File: config.mk
export PLATFORM = sky130hd
export DESIGN_NAME = hls8x2_4_sdiv_seq_flat
export DESIGN_NICKNAME = d
export VERILOG_FILES = /design/src/rtl/hls8x2_4_div_pkg.sv /design/src/rtl/hls8x2_4_sdiv_seq_if.sv /design/src/rtl/hls8x2_4_div_step.sv /design/src/rtl/hls8x2_4_sdiv_seq.sv /design/src/flat_wrapper.sv
export SDC_FILE = /design/constraint.sdc
export NUM_CORES = 1
export LEC_CHECK = 0
export BUFFER_PORTS_ARGS = -buffer_cell sky130_fd_sc_hd__buf_2
export CAP_MARGIN = 20
export CORE_MARGIN = 2
export CORE_UTILIZATION = 40
export DETAILED_ROUTE_END_ITERATION = 12
export PLACE_DENSITY = 0.55
export SETUP_SLACK_MARGIN = 0.4
export SYNTH_ARGS = -nofsm -noshare
export SYNTH_HDL_FRONTEND = slang
export SYNTH_HIERARCHICAL = 1
export SYNTH_SLANG_ARGS = --single-unit
File: constraint.sdc
create_clock -name ap_clk -period 3.5 [get_ports ap_clk]
set_clock_uncertainty 0.05 [all_clocks]
set_input_delay 0.7 -clock ap_clk [delete_from_list [all_inputs] [get_ports ap_clk]]
set_output_delay 0.7 -clock ap_clk [all_outputs]
set_load 0.01 [all_outputs]
File: src/rtl/hls8x2_4_div_pkg.sv
// Shared types, constants and helpers for the sequential signed divider.
package hls8x2_4_div_pkg;

   localparam int unsigned W_DEF = 16;

   localparam logic [W_DEF-1:0] DBZ_QUOT = 16'hFFFF;

   typedef enum logic [1:0] {
      IDLE = 2'd0,
      CALC = 2'd1,
      FIX  = 2'd2,
      DONE = 2'd3
   } div_state_e;

   // |x| widened by one bit so that |-2^(W-1)| is representable
   function automatic logic [W_DEF:0] abs_ext(input logic [W_DEF-1:0] x);
      logic [W_DEF:0] xe;
      xe = {x[W_DEF-1], x};
      return xe[W_DEF] ? -xe : xe;
   endfunction

endpackage

File: src/rtl/hls8x2_4_sdiv_seq_if.sv
// Operand/result handshake bundle of the sequential signed divider.
interface hls8x2_4_sdiv_seq_if
   import hls8x2_4_div_pkg::*;
#(
   parameter int unsigned W = W_DEF
) ();

   logic         in_valid;
   logic         in_ready;
   logic [W-1:0] din0;
   logic [W-1:0] din1;
   logic         out_valid;
   logic         out_ready;
   logic [W-1:0] quot;
   logic [W-1:0] rem;
   logic         dbz;
   logic         ovf;

   modport master (
      output in_valid, din0, din1, out_ready,
      input  in_ready, out_valid, quot, rem, dbz, ovf
   );

   modport slave (
      input  in_valid, din0, din1, out_ready,
      output in_ready, out_valid, quot, rem, dbz, ovf
   );

endinterface

File: src/rtl/hls8x2_4_div_step.sv
// One restoring-division step: shift in a dividend bit, trial-subtract the divisor.
module hls8x2_4_div_step
   import hls8x2_4_div_pkg::*;
#(
   parameter int unsigned W = W_DEF
) (
   input  logic [W:0] prem_i,
   input  logic       dbit_i,
   input  logic [W:0] dvsr_i,
   output logic [W:0] nprem_o,
   output logic       qbit_o
);

   localparam int unsigned MW = W + 1;

   logic [W:0] shifted_c;

   // Partial remainder stays below |b|, so the shifted value fits in W+1 bits
   always_comb begin
      shifted_c = (prem_i << 1) | MW'(dbit_i);
      qbit_o    = (shifted_c >= dvsr_i);
      nprem_o   = qbit_o ? (shifted_c - dvsr_i) : shifted_c;
   end

endmodule

File: src/rtl/hls8x2_4_sdiv_seq.sv
// Sequential signed W-bit divider, C semantics (truncating quotient,
// remainder takes the dividend's sign), one operation in flight.
module hls8x2_4_sdiv_seq
   import hls8x2_4_div_pkg::*;
#(
   parameter int unsigned W  = W_DEF,
   parameter int unsigned ID = 1
) (
   input  logic               ap_clk,
   input  logic               ap_rst,
   hls8x2_4_sdiv_seq_if.slave bus
);

   localparam int unsigned   CW        = $clog2(W);
   localparam int unsigned   MW        = W + 1;
   localparam logic [CW-1:0] LAST_STEP = CW'(W - 1);
   localparam logic [W-1:0]  MIN_NEG   = {1'b1, {(W-1){1'b0}}};

   // Instance tag only; kept visible for tool bookkeeping
   if (ID == 0) begin : g_id_zero
   end

   div_state_e    state_q;
   logic [CW-1:0] cnt_q;
   logic [W:0]    dq_q;        // dividend magnitude, shifted out as quotient shifts in
   logic [W:0]    dvsr_q;
   logic [W:0]    prem_q;
   logic          a_neg_q;
   logic          q_neg_q;
   logic          dbz_flag_q;
   logic          ovf_flag_q;
   logic          in_ready_q;
   logic          out_valid_q;
   logic [W-1:0]  quot_q;
   logic [W-1:0]  rem_q;
   logic          dbz_q;
   logic          ovf_q;

   logic [W:0]    nprem_c;
   logic          qbit_c;

   hls8x2_4_div_step #(.W(W)) u_step (
      .prem_i  (prem_q),
      .dbit_i  (dq_q[W-1]),
      .dvsr_i  (dvsr_q),
      .nprem_o (nprem_c),
      .qbit_o  (qbit_c)
   );

   // Control FSM with operand, partial-remainder and result registers
   always_ff @(posedge ap_clk) begin
      if (ap_rst) begin
         state_q     <= IDLE;
         cnt_q       <= '0;
         dq_q        <= '0;
         dvsr_q      <= '0;
         prem_q      <= '0;
         a_neg_q     <= 1'b0;
         q_neg_q     <= 1'b0;
         dbz_flag_q  <= 1'b0;
         ovf_flag_q  <= 1'b0;
         in_ready_q  <= 1'b1;
         out_valid_q <= 1'b0;
         quot_q      <= '0;
         rem_q       <= '0;
         dbz_q       <= 1'b0;
         ovf_q       <= 1'b0;
      end else begin
         unique case (state_q)
            IDLE: begin
               if (bus.in_valid) begin
                  dq_q       <= abs_ext(bus.din0);
                  dvsr_q     <= abs_ext(bus.din1);
                  prem_q     <= '0;
                  cnt_q      <= '0;
                  a_neg_q    <= bus.din0[W-1];
                  q_neg_q    <= bus.din0[W-1] ^ bus.din1[W-1];
                  dbz_flag_q <= (bus.din1 == '0);
                  ovf_flag_q <= (bus.din0 == MIN_NEG) && (bus.din1 == '1);
                  in_ready_q <= 1'b0;
                  state_q    <= CALC;
               end
            end
            CALC: begin
               prem_q <= nprem_c;
               dq_q   <= (dq_q << 1) | MW'(qbit_c);
               cnt_q  <= cnt_q + CW'(1);
               if (cnt_q == LAST_STEP) begin
                  state_q <= FIX;
               end
            end
            FIX: begin
               // Divide-by-zero forces all-ones; remainder of |a|/0 is |a|, re-signed to din0
               if (dbz_flag_q) begin
                  quot_q <= W'(DBZ_QUOT);
               end else begin
                  quot_q <= q_neg_q ? -dq_q[W-1:0] : dq_q[W-1:0];
               end
               rem_q       <= a_neg_q ? -prem_q[W-1:0] : prem_q[W-1:0];
               dbz_q       <= dbz_flag_q;
               ovf_q       <= ovf_flag_q;
               out_valid_q <= 1'b1;
               state_q     <= DONE;
            end
            DONE: begin
               if (bus.out_ready) begin
                  out_valid_q <= 1'b0;
                  in_ready_q  <= 1'b1;
                  state_q     <= IDLE;
               end
            end
            default: begin
               state_q <= IDLE;
            end
         endcase
      end
   end

   assign bus.in_ready  = in_ready_q;
   assign bus.out_valid = out_valid_q;
   assign bus.quot      = quot_q;
   assign bus.rem       = rem_q;
   assign bus.dbz       = dbz_q;
   assign bus.ovf       = ovf_q;

endmodule

File: src/flat_wrapper.sv
// flat-port wrapper written by rule: the top's interface ports become plain ports
module hls8x2_4_sdiv_seq_flat import hls8x2_4_div_pkg::*;
#(
   parameter int unsigned W  = W_DEF,
   parameter int unsigned ID = 1
)
  (ap_clk, ap_rst, bus_in_valid, bus_din0, bus_din1, bus_out_ready, bus_in_ready, bus_out_valid, bus_quot, bus_rem, bus_dbz, bus_ovf);
  hls8x2_4_sdiv_seq_if #(.W(W)) bus_i ();
  input  logic ap_clk;
  input  logic ap_rst;
  input wire logic [$bits(bus_i.in_valid)-1:0] bus_in_valid;
  input wire logic [$bits(bus_i.din0)-1:0] bus_din0;
  input wire logic [$bits(bus_i.din1)-1:0] bus_din1;
  input wire logic [$bits(bus_i.out_ready)-1:0] bus_out_ready;
  output wire logic [$bits(bus_i.in_ready)-1:0] bus_in_ready;
  output wire logic [$bits(bus_i.out_valid)-1:0] bus_out_valid;
  output wire logic [$bits(bus_i.quot)-1:0] bus_quot;
  output wire logic [$bits(bus_i.rem)-1:0] bus_rem;
  output wire logic [$bits(bus_i.dbz)-1:0] bus_dbz;
  output wire logic [$bits(bus_i.ovf)-1:0] bus_ovf;
  assign bus_i.in_valid = bus_in_valid;
  assign bus_i.din0 = bus_din0;
  assign bus_i.din1 = bus_din1;
  assign bus_i.out_ready = bus_out_ready;
  assign bus_in_ready = bus_i.in_ready;
  assign bus_out_valid = bus_i.out_valid;
  assign bus_quot = bus_i.quot;
  assign bus_rem = bus_i.rem;
  assign bus_dbz = bus_i.dbz;
  assign bus_ovf = bus_i.ovf;
  hls8x2_4_sdiv_seq #(.W(W), .ID(ID)) u_core (.ap_clk(ap_clk), .ap_rst(ap_rst), .bus(bus_i));
endmodule
==> results of run 1 <==
[layer usage]
layer / track usage, % / vias up / wire length (um) / share of wire [%]
met5: 0 / - / 0 / 0
met2: 29.0 / 151 / 6410 / 40
met3: 2.40 / 14 / 694 / 4.4
li1: - / 2745 / - / -
met4: 5.88 / 0 / 194 / 1.2
met1: 30.8 / 2518 / 8620 / 54
[final timing paths]
path	depth (start not counted)	slack (ps)	endpoint
worst max-delay path	9	590	u_core/prem_q[9]
worst min-delay path	2	410	u_core/ovf_flag_q
worst max register to register	9	590	u_core/prem_q[9]
worst min register to register	2	410	u_core/ovf_flag_q
[cells in the final DEF (no fill, tap or decap), drive strengths merged, types with 16 or more instances in the layout]
cell     n
o31ai   18
inv     37
xor2    47
dfxtp   95
buf     82
o21ai   40
a211oi  46
nand2   57
nor3    16
ha      28
a22oi   21
a21oi   35
nand3   18
nor2    95
[sequential cells by signal, indices dropped and copies added, names as in the netlist]
| name | flops |
|---|---|
| u_core/state_q | 2 |
| u_core/dvsr_q | 17 |
| u_core/ovf_flag_q | 1 |
| u_core/prem_q | 16 |
| u_core/bus.ovf | 1 |
| u_core/bus.dbz | 1 |
| u_core/dbz_flag_q | 1 |
| u_core/bus.out_valid | 1 |
| u_core/bus.in_ready | 1 |
| u_core/bus.rem | 16 |
| u_core/a_neg_q | 1 |
| u_core/bus.quot | 16 |
| u_core/cnt_q | 4 |
| u_core/dq_q | 16 |
| u_core/q_neg_q | 1 |
[area by class of cell]
type,count,area [um2]
fillers,1485,7840
multi-input cells,562,3780
flip-flops and latches,95,1900
repair buffers,82,438
well taps,184,230
clock buffers,9,225
inverters,35,139
clock inverters,7,81.3
[power by group]
group | internal (mW) | switching [mW] | total (mW) | leakage, nW
Combinational | 1.88 | 2.54 | 4.42 | 1.88
Sequential | 1.43 | 0.368 | 1.80 | 0.776
Clock | 0.564 | 0.453 | 1.02 | 0.145
Total | 3.88 | 3.36 | 7.24 | 2.80
[worst max-delay path: cells and delay by family (launching register included)]
family | cells | cell delay (ps)
simple gates | 2 | 350
buf+inv | 1 | 80
mux | 1 | 300
flops | 1 | 490
compound gates | 4 | 1160
fa+ha+maj | 1 | 340
[through the flow]
stage	hold slack [ps]	util, %	setup slack (ps)
6_report	413	46.4	589
5_1_grt	440	46.4	428
4_1_cts	416	46.3	567
3_5_place_dp	406	44.2	575
3_3_place_gp	394	44.2	567
2_1_floorplan	375	-	893
==> out/qor.txt, run 1 <==
outcome -> complete, no violations
DR vias/cell -> 5.57
vias after detailed routing -> 5428
Slew @ Worst Pin -> 954 ps
DRC -> 0
H-tree levels -> 3
GRT Resource Usage Total -> 20.0%
slowest stage delay, CP -> 490 ps
RSZ-0062 raised after global routing -> no
post-route cell area -> 0.00680 mm2
number of global-route vias before repair -> 4977
CP Max Fanout -> 10
placed cell area -> 0.00648 mm2
Pleak -> 2.80 nW
first-pass GRT wire length -> 26000 um
non-filler cells, final -> 974
total grt overflow -> 0
routability cong. -> 0.913
IO Port Bufs -> 71
Post-CTS Setup Bufs -> 0
RR Startpoint -> u_core/prem_q[9]
setup TNS -> 0 ps
die area -> 0.0161 mm2
Worst Path Class, Setup -> flop to flop
total CTS buffers -> 9
Final #Nets -> 850
crit path from -> u_core/prem_q[9]
Placed Cells -> 958
Die Y -> 127 um
Initial Util -> 41.2%
worst ir drop on vdd -> 0.400 mV
router iterations before antenna repair -> 5
pwr/cell area -> 1060 mW/mm2
Critical Path RT -> 3660 ps
critical path cell sequence -> ha_1, a21o_1, a21o_1, a221oi_4, and2_4, inv_8, mux2_4, a22oi_1, nor2_1
max-slew violation count -> 0
Core Area -> 0.0146 mm2
Critical Path Start Type -> flop
share of post-route cells with drive strength above 1 -> 16.1%
max-cap violations -> 0
final setup vio count -> 0
CTS tree -> built
CP max stage cell -> dfxtp_1
final hold vios -> 0
row cnt -> 44
Clk Latency, worst-skew pair -> 350 ps
WP data arrival -> 3070 ps
Avg Inst Size Synth -> 8.22 um2
IO Pins -> 72
Hold Path Class -> flop to flop
clk buf depth -> 2
clk sinks -> 95
hold_sp -> u_core/ovf_flag_q
Setup crit end kind -> flop
initial detailed-routing violation count -> 445
f_max -> 344 MHz
Top cell by count, worst path -> a21o_1
fin crit share -> 83.2%
Tot Pwr -> 7.24 mW
Syn Nets -> 800
WL final -> 15900 um
Rel. slew slack -> 36.3%
die width -> 127 um
# resized after CTS -> 0
CTS clk-pin slew, worst paths -> 70 ps
post-detail-place hpwl -> 12000 um
Cell Area, Synth -> 0.00604 mm2
remaining antenna violation count after routing -> 0
routed length per instance -> 16.3 um
Yosys warning count -> 6
# diodes -> 0
Layout area overhead -> 12.6%
Synth Instances -> 735
Hold-fix buffers, CTS -> 0
root buffer selected by CTS -> clkbuf_16
initial antenna violation count -> 0
Final Critical Period -> 2910 ps
pin count of the biggest net entering global routing -> 54
Note: power is estimated with default switching activity, not from simulation.
==> inputs of run 2 (changes only) <==
==> constraint.sdc (replaced) <==
create_clock -name ap_clk -period 2.9 [get_ports ap_clk]
set_clock_uncertainty 0.05 [all_clocks]
set_input_delay 0.58 -clock ap_clk [delete_from_list [all_inputs] [get_ports ap_clk]]
set_output_delay 0.58 -clock ap_clk [all_outputs]
set_load 0.01 [all_outputs]
==> run 2 against run 1 <==
Combinational power rose by 45%; maximum frequency rose by 19%; cell count rose by 4.0%; critical path type unchanged; largest power group unchanged; highest routed layer unchanged.
==> out/qor.txt, run 2 (synthesis results as in run 1) <==
non-filler cells, final -> 1013
Seq pwr share -> 22.3%
Rel. slew slack -> 32.8%
Critical Path RT -> 3080 ps
max-slew violation count -> 0
max-cap violations -> 0
pwr/cell area -> 1310 mW/mm2
outcome -> complete, no violations
Hold Path Class -> flop to flop
routability cong. -> 0.880
fin crit share -> 84.6%
most flop-heavy register -> u_core/dvsr_q
clk buf depth -> 2
Pleak -> 3.03 nW
pre-CTS setup slack -> 100 ps
die width -> 127 um
total CTS buffers -> 9
Setup crit end kind -> flop
final hold vios -> 0
post-route worst setup slack -> 448 ps
root buffer selected by CTS -> clkbuf_16
CTS clk-pin slew, worst paths -> 70 ps
combinational share of power -> 66.4%
most frequent cells in the layout -> nor2_1, dfxtp_1, buf_2, nand2_1, buf_4
max reg flops -> 17
initial antenna violation count -> 0
Final Critical Period -> 2450 ps
DRC -> 0
Slew @ Worst Pin -> 1010 ps
Initial Util -> 41.2%
remaining antenna violation count after routing -> 0
IO Port Bufs -> 71
clk sinks -> 95
crit path from -> u_core/dvsr_q[10]
IO Pins -> 72
share of post-route cells with drive strength above 1 -> 25.2%
CTS tree -> built
RR Startpoint -> u_core/dvsr_q[10]
P_int -> 5.29 mW
Placed Cells -> 977
H-tree levels -> 3
Worst Path Class, Setup -> flop to flop
final setup vio count -> 0
post-detail-place hpwl -> 12600 um
number of global-route vias before repair -> 5065
pin count of the biggest net entering global routing -> 54
worst ir drop on vdd -> 0.596 mV
Clk Latency, worst-skew pair -> 350 ps
router iterations before antenna repair -> 4
WP data arrival -> 2630 ps
Final #Nets -> 891
initial detailed-routing violation count -> 419
r2r setup slk -> 450 ps
CP Max Fanout -> 7
# diodes -> 0
setup TNS -> 0 ps
most common cell after layout, fill and taps aside -> nor2_1
DR vias/cell -> 5.47
clock network power share -> 11.3%
WL final -> 16800 um
switch share -> 45.2%
row cnt -> 44
Net Sw Power -> 4.35 mW
worst flop-to-flop path endpoint -> u_core/prem_q[8]
total grt overflow -> 0
routed length per instance -> 16.6 um
Layout area overhead -> 22.0%
f_max -> 408 MHz
vias after detailed routing -> 5545
first-pass GRT wire length -> 26400 um
Die Y -> 127 um
reg2reg path depth -> 11
Core Area -> 0.0146 mm2
Critical Path Start Type -> flop
RSZ-0062 raised after global routing -> yes
GRT Resource Usage Total -> 20.3%
worst setup path end -> u_core/prem_q[8]
die area -> 0.0161 mm2
[run 2: timing repair]
| item | in CTS | in global routing |
|---|---|---|
| setup buffers | 2 | 18 |
| gates cloned | 0 | 1 |
| setup endpoints to repair | 13 | 13 |
| pin swaps | 9 | 22 |
| hold buffers | 0 | 0 |
| gates resized for setup | 21 | 41 |
| hold endpoints to repair | 0 | 0 |
[run 2: power groups by stage]
stage               combinational (mW)  clock (mW)  sequential, mW
floorplan                         4.17           0            2.14
global placement                  5.36           0            2.13
detailed placement                5.42           0            2.14
CTS                               5.66        1.13            2.13
global route                      7.00        1.17            2.21
finish                            6.40        1.09            2.15
[run 2: worst max-delay path, cell delays in order, from the launching register on]
cell and delay, ps:
dfxtp_2 320, inv_1 60, ha_4 290, and2_4 180
nand3_4 90, o41ai_4 420, a221oi_4 110, and2_4 230
inv_6 90, mux2_4 290, a22oi_1 150, nor2_1 60
[run 2: cell type report]
type	count	area [um2]
Clock buffer	9	225
Clock inverter	5	35.0
Fill cell	1407	7270
Inverter	35	144
Multi-Input combinational cell	562	4070
Sequential cell	95	1920
Tap cell	184	230
Timing Repair Buffer	122	744
Timing Repair inverter	1	8.76
[run 2: per-stage QoR]
step	power, mW	hold slack (ps)	utilization [%]	area (um2)
after floorplan	6.31	375	-	6050
after global placement	7.48	396	45.3	6640
after detailed placement	7.56	401	45.3	6640
after CTS	8.92	416	48.0	7030
after global routing	10.4	430	50.3	7370
final	9.64	413	50.3	7370
[run 2: how the worst min path moves through the flow]
stage	to	from	slack, ps	cells past startpoint
finish	u_core/dvsr_q[11]	u_core/dvsr_q[11]	410	2
floorplan	u_core/dvsr_q[11]	u_core/dvsr_q[11]	380	2
global placement	u_core/dvsr_q[11]	u_core/dvsr_q[11]	400	2
CTS	u_core/dvsr_q[11]	u_core/dvsr_q[11]	420	2
detailed placement	u_core/dvsr_q[11]	u_core/dvsr_q[11]	400	2
global route	u_core/dvsr_q[11]	u_core/dvsr_q[11]	430	2
[run 2: layer usage]
layer | up-vias | routed length (um) | track usage, %
met2 | 149 | 6940 | 29.2
met5 | - | 0 | 0
met3 | 15 | 802 | 2.70
met1 | 2571 | 8830 | 31.3
li1 | 2810 | - | -
met4 | 0 | 233 | 6.21
